===== src/rtl/quad_decoder.sv =====
// Quadrature encoder receiver: 2-FF synchronisers, per-phase persistence filter,
// 4x decode into position/direction/step, and windowed saturating velocity.
module quad_decoder #(
    parameter int POS_W      = 16,
    parameter int VEL_W      = 12,
    parameter int FILT_LEN   = 4,
    parameter int WIN_CYCLES = 100000
) (
    input  logic             clk_sys,
    input  logic             rst_n,
    input  logic             enc_a,
    input  logic             enc_b,
    input  logic             pos_clr,
    input  logic             err_clr,
    output logic [POS_W-1:0] pos,
    output logic             dir,
    output logic             step,
    output logic [VEL_W-1:0] vel,
    output logic             vel_valid,
    output logic             err
);

    localparam int FCNT_W  = $clog2(FILT_LEN + 1);
    localparam int PRIME_N = FILT_LEN + 2;
    localparam int PRIME_W = $clog2(PRIME_N + 1);
    localparam int WIN_W   = $clog2(WIN_CYCLES);
    localparam int ACC_W   = VEL_W + 2;

    localparam logic [FCNT_W-1:0]  FCNT_LAST  = FCNT_W'(FILT_LEN - 1);
    localparam logic [PRIME_W-1:0] PRIME_DONE = PRIME_W'(PRIME_N);
    localparam logic [WIN_W-1:0]   WIN_LAST   = WIN_W'(WIN_CYCLES - 1);

    localparam logic signed [ACC_W-1:0] ACC_MAX = {1'b0, {(ACC_W-1){1'b1}}};
    localparam logic signed [ACC_W-1:0] ACC_MIN = {1'b1, {(ACC_W-1){1'b0}}};
    localparam logic signed [ACC_W-1:0] VEL_MAX_EXT = {3'b000, {(VEL_W-1){1'b1}}};
    localparam logic signed [ACC_W-1:0] VEL_MIN_EXT = {3'b111, {(VEL_W-1){1'b0}}};
    localparam logic [VEL_W-1:0] VEL_MAX = {1'b0, {(VEL_W-1){1'b1}}};
    localparam logic [VEL_W-1:0] VEL_MIN = {1'b1, {(VEL_W-1){1'b0}}};

    // Bit 1 is phase A, bit 0 is phase B throughout.
    logic [1:0] enc_in;
    logic [1:0] sync2;
    logic [1:0] filt;
    assign enc_in = {enc_a, enc_b};

    // ---------------- priming after reset release ----------------
    logic [PRIME_W-1:0] prime_q, prime_d;
    logic               priming;

    always_comb begin
        priming = (prime_q != PRIME_DONE);
        prime_d = priming ? prime_q + 1'b1 : prime_q;
    end

    always_ff @(posedge clk_sys or negedge rst_n) begin
        if (!rst_n) prime_q <= '0;
        else        prime_q <= prime_d;
    end

    // ---------------- per-phase synchroniser and filter ----------------
    genvar gi;
    generate
        for (gi = 0; gi < 2; gi++) begin : g_phase
            logic              s1_q, s2_q;
            logic              f_q, f_d;
            logic [FCNT_W-1:0] c_q, c_d;

            always_comb begin
                f_d = f_q;
                c_d = '0;
                if (priming) begin
                    f_d = s2_q;
                end else if (s2_q != f_q) begin
                    if (c_q == FCNT_LAST) f_d = s2_q;
                    else                  c_d = c_q + 1'b1;
                end
            end

            always_ff @(posedge clk_sys or negedge rst_n) begin
                if (!rst_n) begin
                    s1_q <= 1'b0;
                    s2_q <= 1'b0;
                    f_q  <= 1'b0;
                    c_q  <= '0;
                end else begin
                    s1_q <= enc_in[gi];
                    s2_q <= s1_q;
                    f_q  <= f_d;
                    c_q  <= c_d;
                end
            end

            assign sync2[gi] = s2_q;
            assign filt[gi]  = f_q;
        end
    endgenerate

    // ---------------- decode ----------------
    logic [1:0]       prev_q, prev_d;
    logic [3:0]       trans;
    logic             fwd, rev, illegal;
    logic [POS_W-1:0] pos_q, pos_d;
    logic             dir_q, dir_d, step_q, step_d, err_q, err_d;

    always_comb begin
        trans   = {prev_q, filt};
        fwd     = 1'b0;
        rev     = 1'b0;
        illegal = 1'b0;
        if (!priming) begin
            case (trans)
                4'b0001, 4'b0111, 4'b1110, 4'b1000: fwd     = 1'b1;
                4'b0010, 4'b1011, 4'b1101, 4'b0100: rev     = 1'b1;
                4'b0011, 4'b1100, 4'b0110, 4'b1001: illegal = 1'b1;
                default: ;
            endcase
        end

        // During priming prev tracks the same value loaded into filt so the
        // first live comparison sees no change.
        prev_d = priming ? sync2 : filt;
        step_d = fwd | rev;
        dir_d  = fwd ? 1'b1 : (rev ? 1'b0 : dir_q);

        pos_d = pos_q;
        if (fwd)      pos_d = pos_q + 1'b1;
        else if (rev) pos_d = pos_q - 1'b1;
        if (pos_clr)  pos_d = '0;

        err_d = err_q;
        if (err_clr) err_d = 1'b0;
        if (illegal) err_d = 1'b1;
    end

    // ---------------- velocity window ----------------
    logic [WIN_W-1:0]        win_q, win_d;
    logic signed [ACC_W-1:0] acc_q, acc_d, acc_step;
    logic [VEL_W-1:0]        vel_q, vel_d;
    logic                    vel_valid_q, vel_valid_d;
    logic                    win_end;

    always_comb begin
        win_end = (win_q == WIN_LAST);
        win_d   = win_end ? '0 : win_q + 1'b1;

        acc_step = acc_q;
        if (fwd && acc_q != ACC_MAX)      acc_step = acc_q + ACC_W'(1);
        else if (rev && acc_q != ACC_MIN) acc_step = acc_q - ACC_W'(1);

        acc_d = (win_end || pos_clr) ? '0 : acc_step;

        vel_d = vel_q;
        if (win_end) begin
            if (acc_step > VEL_MAX_EXT)      vel_d = VEL_MAX;
            else if (acc_step < VEL_MIN_EXT) vel_d = VEL_MIN;
            else                             vel_d = acc_step[VEL_W-1:0];
        end
        vel_valid_d = win_end;
    end

    always_ff @(posedge clk_sys or negedge rst_n) begin
        if (!rst_n) begin
            prev_q      <= 2'b00;
            pos_q       <= '0;
            dir_q       <= 1'b1;
            step_q      <= 1'b0;
            err_q       <= 1'b0;
            win_q       <= '0;
            acc_q       <= '0;
            vel_q       <= '0;
            vel_valid_q <= 1'b0;
        end else begin
            prev_q      <= prev_d;
            pos_q       <= pos_d;
            dir_q       <= dir_d;
            step_q      <= step_d;
            err_q       <= err_d;
            win_q       <= win_d;
            acc_q       <= acc_d;
            vel_q       <= vel_d;
            vel_valid_q <= vel_valid_d;
        end
    end

    assign pos       = pos_q;
    assign dir       = dir_q;
    assign step      = step_q;
    assign err       = err_q;
    assign vel       = vel_q;
    assign vel_valid = vel_valid_q;

endmodule


===== config.mk =====
export PLATFORM = sky130hd
export DESIGN_NAME = quad_decoder
export DESIGN_NICKNAME = d
export VERILOG_FILES = /design/src/rtl/quad_decoder.sv
export SDC_FILE = /design/constraint.sdc
export NUM_CORES = 1
export LEC_CHECK = 0
export CORE_MARGIN = 8
export CORE_UTILIZATION = 40
export CTS_CLUSTER_SIZE = 16
export DETAILED_ROUTE_END_ITERATION = 8
export HOLD_SLACK_MARGIN = 0.02
export PLACE_DENSITY = 0.56
export SKIP_LAST_GASP = 1
export SYNTH_ARGS = -nofsm -noshare
export SYNTH_HDL_FRONTEND = slang
export SYNTH_SLANG_ARGS = --single-unit

===== constraint.sdc =====
create_clock -name clk_sys -period 4.05 [get_ports clk_sys]
set_input_delay 0.81 -clock clk_sys [delete_from_list [all_inputs] [get_ports clk_sys]]
set_output_delay 0.81 -clock clk_sys [all_outputs]
set_load 0.005 [all_outputs]

---- Yosys cells after proc, flatten, opt, wreduce, memory -nomap -nowiden ----
Index checks and enable logic that the tools add are counted.
operators by class
  add/sub/neg operators ................... 8
  magnitude comparators ................... 2
  eq/ne operators ......................... 20
  mux-type cells .......................... 32
  bitwise logic cells ..................... 1
  reduce and logical (&&, ||, !) cells .... 15
operators by type and width
  kind                     count
  $mux W16                 3
  $mux W14                 3
  $ne A14 B14 Y1 const B   2
  $eq A4 B4 Y1 const B     6
  $mux W12                 2
  $mux W3                  6
  $add A17 B1 Y17 const B  1
  $eq A17 B17 Y1 const B   1
  $mux W17                 1
  $add A16 B1 Y16 const B  1
  $mux W1                  16
  $sub A16 B1 Y16 const B  1
  $add A14 B2 Y14 const B  1
  $gt A14 B12 Y1 const B   1
  $lt A14 B12 Y1 const B   1
  $sub A14 B2 Y14 const B  1
  $eq A4 B3 Y1 const B     3
  $reduce_bool A2 Y1       6
  $reduce_or A4 Y1         3
  $add A3 B1 Y3 const B    3
  $eq A4 B2 Y1 const B     2
  $eq A3 B2 Y1 const B     2
  $eq A4 B1 Y1 const B     1
  $reduce_and A2 Y1        2
  7 further kinds          9
word-level totals
  register bits after elaboration ......... 80
  input port bits ......................... 6
  output and inout port bits .............. 32
  logic and storage cells ................. 96

---- Logic depth before layout (Yosys ltp) ----
  word-level depth ........................ 10
  gate-level depth with buffers ........... 14
  gate-level depth less buffers ........... 13

---- Least setup slack after synthesis ----
Ideal clock, no wire load.
  kind .................................... reg-to-reg
  start point ............................. reg g_phase[1].f_q
  end point ............................... reg pos_q[15] (netlist: pos[15])
  data arrival time ....................... 2.949 ns
  slack ................................... 0.969 ns
  cell stages (with the launch flop) ...... 12
  path buffers ............................ 0
  period minus slack after synthesis ...... 3.081 ns
  path through ............................ dfrtp_1 -> xnor2_1 -> nand4_4 -> ha_1 -> a21o_1 -> a21o_1 -> a211oi_1 -> o31ai_1 -> o41ai_1 -> mux2i_1 -> xnor2_1 -> nor2_1
between the ends
  cells in the longest elaborated chain, start to end .. 6
  elaborated cells between the ends (all ways) .. 17
  those cells by class .................... 8 x eq/ne; 6 x mux; 3 x reduce/logical
ends and longest elaborated chain
  element                               RTL line  RTL
  start: declaration                    65        logic f_q, f_d;
  start signal: assignment              83        f_q <= 1'b0;
  start signal: assignment              88        f_q <= f_d;
  $eq A4 B1 Y1 (tied with other cells)  111       case (trans)
  $reduce_or A4 Y1                      111
  $mux W1                               111
  $mux W1                               110       if (!priming) begin
  $mux W16                              126       if (fwd) pos_d = pos_q + 1'b1;
  $mux W16                              128       if (pos_clr) pos_d = '0;
  end signal: assignment                174       pos_q <= pos_d;
  end: declaration                      102       logic [POS_W-1:0] pos_q, pos_d;
Several ways; a longest one is shown, not always the timed one.
A chain may end at the register's enable or synchronous reset.

---- Worst setup path in the final report ----
Ends and elaborated chain as after synthesis.

==> results.md <==
- The flow ran to the end, and the final reports show no timing, DRC or antenna violations.
- The first global-routing pass estimated 16530 µm of wire.
- The instance area at placement is between 0.005 and 0.006 mm².
- After synthesis the cells add up to 0.004536 mm².
- CTS built an H-tree with a depth of 3.
- During placement, the flow inserted port buffers numbering 37.
- The net count of the mapped netlist is a little under 500.
- The largest stage delay on the critical path is 0.44 ns.
- The max-slew violation count came to 0.
- For this run, asynchronously set or reset flops after synthesis account for 1.000.
- The endpoint kind of the worst setup timing path is a register.
- Of the total synthesized cell area, the portion taken by XOR and XNOR cells is 0.08634.
- The main combinational cell family by area after synthesis is simple AND/OR/NAND/NOR gates.
- The setup TNS is 0 ns.
- The number of primary I/O pins is 38.
- The critical path goes through xnor2_1 -> nand4_4 -> ha_1 -> a21o_1 -> a21o_1 -> a211oi_1 -> o31ai_1 -> o41ai_1 -> mux2i_1 -> xnor2_1 -> nor2_1.
- The number of buffers created by CTS is 9.
- The dominant cell type by area after synthesis is sky130_fd_sc_hd__dfrtp_1.
- The share of the Yosys chip area taken by registers is 0.4417.
- The total power divided by cell area is about 950 mW/mm².
- The critical path startpoint category is a register.
- IR analysis of the VDD net gives a maximum drop of ~0.00042 V.
- The insertion delay of the later-clocked pin in the worst-skew pair is approximately 0.34 ns.
- The placeable core region is about 0.011 mm².
- The required time of the worst setup path is 4.24 ns.
- Cell internal power was estimated by the tool at approximately 0.0028 W.
- The most used flip-flop cell after synthesis is sky130_fd_sc_hd__dfrtp_1.
- Summed over all layers, the routed wires come to approximately 9400 µm.
- Clock-pin slew was measured on the worst setup and hold paths at 0.06 ns.
- The number of gates resized after CTS was 0.
- The worst path in the final design needs a cycle of around 3.5 ns, including I/O delays and setup.
- The post-route non-filler standard cell count is around 640.
- The highest metal layer used by the detailed router is met4.
- The violation count after the first detailed-routing iteration is between 100 and 150.
- The total congestion overflow after global routing is 0.
- The net count reported at finish is roughly 520.
- For the pin with the worst max-slew slack, the measured transition is 0.9982 ns.
- Of the total synthesized cell area, the portion taken by full adders, half adders and majority gates is 0.06234.
- For this configuration, the core starts out at a cell density of 0.4041.
- The highest-delay cell along the critical path is sky130_fd_sc_hd__dfrtp_1.
- In this run the remaining antenna-violating nets after routing total 0.
- The maximum buffer depth of the clock tree is 2.
- The clock tree root buffer cell is sky130_fd_sc_hd__clkbuf_16.
- The detailed-route via count is 3331.
- Detailed routing placed a total of about 420 µm of wire on met3.
- The number of library cell types mapped by synthesis is between 60 and 70.
- In this run the core area contains 39 standard-cell rows.
- Of the total power, the share spent switching nets is 0.4555.
- The remaining routing DRC violations is 0.
- The post-cts hold buffer count is 0.
- The highest fanout seen on the critical path is 23.
- Of the available clock period, the critical path in the final layout requires 0.8620.
- Setup violations remaining at the end of the flow were counted as 0.
- The Yosys warning count is 0.
- The logic gate share of total power is 0.621.
- The iteration count of the initial detailed-routing pass is 4.
- The die covers 0.01500 mm².
- The wire length on met1 is 4519 µm.
- The worst hold path class is register to register.
- The instance count of the mapped netlist is approximately 450.
- Measured on the finished design, the core utilization comes to 0.4732.
- The arrival time of data at the critical path endpoint is between 3 and 4 ns.
- The CTS sink count is 80.
- The detailed-route wire length per cell is around 15 µm.
- The fraction of power consumed by sequential logic is 0.228.
- The number of global-route vias before repair is approximately 3400.
- The post-synthesis compound-gate area fraction is 0.1186.
- From bottom edge to top edge, the die measures roughly 120 µm.
- The setup slack of the most critical reg-to-reg path is about 0.56 ns.
- The area growth from synthesis to final layout is 17.10%.
- The share of synthesized area in the top cell type comes to 0.4359.
- The total inserted antenna cells is 0.
- The post-synthesis sequential element count is 80.
- Max-cap violations in this run came to 0.
- The worst pin sits at a relative slew slack of 0.3345.
- Of the post-synthesis cell area, the part taken by muxes is 0.04993.
- The TritonCTS clock tree is yes.
- Routability-driven placement finished with a final weighted congestion of 0.8425.
- The power dissipated by switching net loads is between 0.002 and 0.0025 W.
- The mean post-synth cell area is 9.990 µm².
- The buffers inserted during post-CTS setup optimization is 0.
- Entering global routing, the biggest net connects 81 pins.
- The setup skew after layout is slightly above 0.006 ns.
- Summed over all cells, the static leakage comes to about 2.3 nW.
- In the detailed route, the total length drawn on met2 is between 4000 and 5000 µm.
- The top achievable clock speed is about 290 MHz.
- The number of antenna violations at the first check in global routing came to 0.
- The final count of hold timing violations came to 0.
- The via count normalized by instance count is approximately 5.2.
- The HPWL after detailed placement is 6517 µm.
- Counting flops with a built-in enable in the synthesized netlist gives 0.
- The die is about 120 µm wide.
- The share of post-route cells with drive strength above 1 is 0.1258.
- Of the total synthesized cell area, the portion taken by AND, OR, NAND and NOR gates is 0.2102.
- Counting tap cells, the placed design contains a total of 620 instances.
- The worst hold margin is 0.3470 ns.
- The total routing resource utilization after global routing is 0.1373.
- Setup repair after global routing left no endpoint under its margin.
- The worst setup path is of the register to register kind.
- By area the synthesized netlist is led by sky130_fd_sc_hd__dfrtp_1, sky130_fd_sc_hd__ha_1, sky130_fd_sc_hd__xnor2_1.
- The post-route cell area is ~0.0053 mm².
- The clock share of power is 0.151.
registers in the layout, summed over array words and instances, names as in the netlist, 2 cells and up:
name / count
prime_q: 3
g_phase.c_q: 6
prev_q: 2
win_q: 17
g_phase.s2_q: 2
acc_q: 14
vel: 12
pos: 16
g_phase.f_q: 2
g_phase.s1_q: 2
critical path, delay by kind of cell, from the launching register on:
family | cells | cell delay [ns]
AOI/OAI and AO/OA | 5 | 1.19
xor gates and xnor gates | 2 | 0.54
adders and majority gates | 1 | 0.43
DFF | 1 | 0.44
muxes | 1 | 0.26
and+or+nand+nor | 2 | 0.46
metal layers:
metal	global-route usage	vias to the layer above
met5	0	-
met4	0.04798	0
met2	0.2187	43
met1	0.1770	1609
li1	-	1670
met3	0.03634	9
final timing paths:
| kind | endpoint | depth (start not counted) | from |
|---|---|---|---|
| min | g_phase[0].s2_q | 0 | g_phase[0].s1_q |
| min reg2reg | g_phase[0].s2_q | 0 | g_phase[0].s1_q |
| min in group asynchronous | pos[2] | 1 | rst_n |
| max reg2reg | pos[15] | 11 | g_phase[1].f_q |
| max | pos[15] | 11 | g_phase[1].f_q |
| max in group asynchronous | pos[11] | 1 | rst_n |
power by group through the flow:
stage / registers, W / logic [W] / clock network, W
CTS: 0.00115 / 0.00318 / 0.000798
floorplan: 0.00111 / 0.00252 / 0
detailed placement: 0.00117 / 0.00316 / 0
finish: 0.00115 / 0.00315 / 0.000767
global placement: 0.00117 / 0.00313 / 0
global route: 0.00118 / 0.00356 / 0.000831
cell families (layout without fill, tap and decap cells):
group / Yosys count / count (layout)
xor gates and xnor gates: 43 / 43
AOI/OAI and AO/OA: 77 / 77
adders and majority gates: 22 / 22
buffers and inverters: 32 / 71
and+or+nand+nor: 183 / 183
muxes: 17 / 17
DFF: 80 / 80
synthesized netlist by cell type (5+ instances only):
cell type / n
sky130_fd_sc_hd__nor3_1: 13
sky130_fd_sc_hd__a21o_1: 6
sky130_fd_sc_hd__nand4_1: 9
sky130_fd_sc_hd__inv_1: 13
sky130_fd_sc_hd__nor2b_1: 9
sky130_fd_sc_hd__a21oi_1: 20
sky130_fd_sc_hd__a21oi_2: 11
sky130_fd_sc_hd__o21ai_0: 8
sky130_fd_sc_hd__mux2_4: 10
sky130_fd_sc_hd__xor2_1: 17
sky130_fd_sc_hd__nand3_1: 17
sky130_fd_sc_hd__mux2_2: 5
sky130_fd_sc_hd__dfrtp_1: 79
sky130_fd_sc_hd__ha_1: 21
sky130_fd_sc_hd__nor2_1: 55
sky130_fd_sc_hd__or3_1: 6
sky130_fd_sc_hd__nand2_1: 42
sky130_fd_sc_hd__clkbuf_1: 10
sky130_fd_sc_hd__xnor2_1: 24
cell type report:
cell class,count,area (µm²)
Tap cell,143,178.9
Clock inverter,7,55.05
Multi-Input combinational cell,342,2399
Inverter,14,52.55
Clock buffer,9,225.2
Timing Repair Buffer,41,397.9
Sequential cell,80,2003
Fill cell,1083,5912
per-stage QoR:
stage	power [W]	worst slack, ns
floorplan	0.003633	0.9693
global placement	0.004293	0.6415
detailed placement	0.004326	0.5428
CTS	0.005133	0.4930
global route	0.005578	0.1493
finish	0.005069	0.5590
cell usage in the layout (no fill, tap or decap), drive strengths merged, types with 3 or more instances in the layout:
cell,instances
mux2,15
o21a,3
a21o,6
a211oi,4
nor4,4
clkbuf,9
xnor2,25
nand3,17
buf,5
nand2b,3
clkinv,3
nor3,14
nor2,55
and4,3
nor2b,9
ha,21
dfrtp,79
xor2,18
o31ai,4
or3,6
clkdlybuf4s50,36
a31oi,4
o21ai,9
a21oi,31
nand2,43
inv,17
nand4,10
a32oi,4
nand3b,4
No activity file was read; power rests on OpenSTA's default activity.
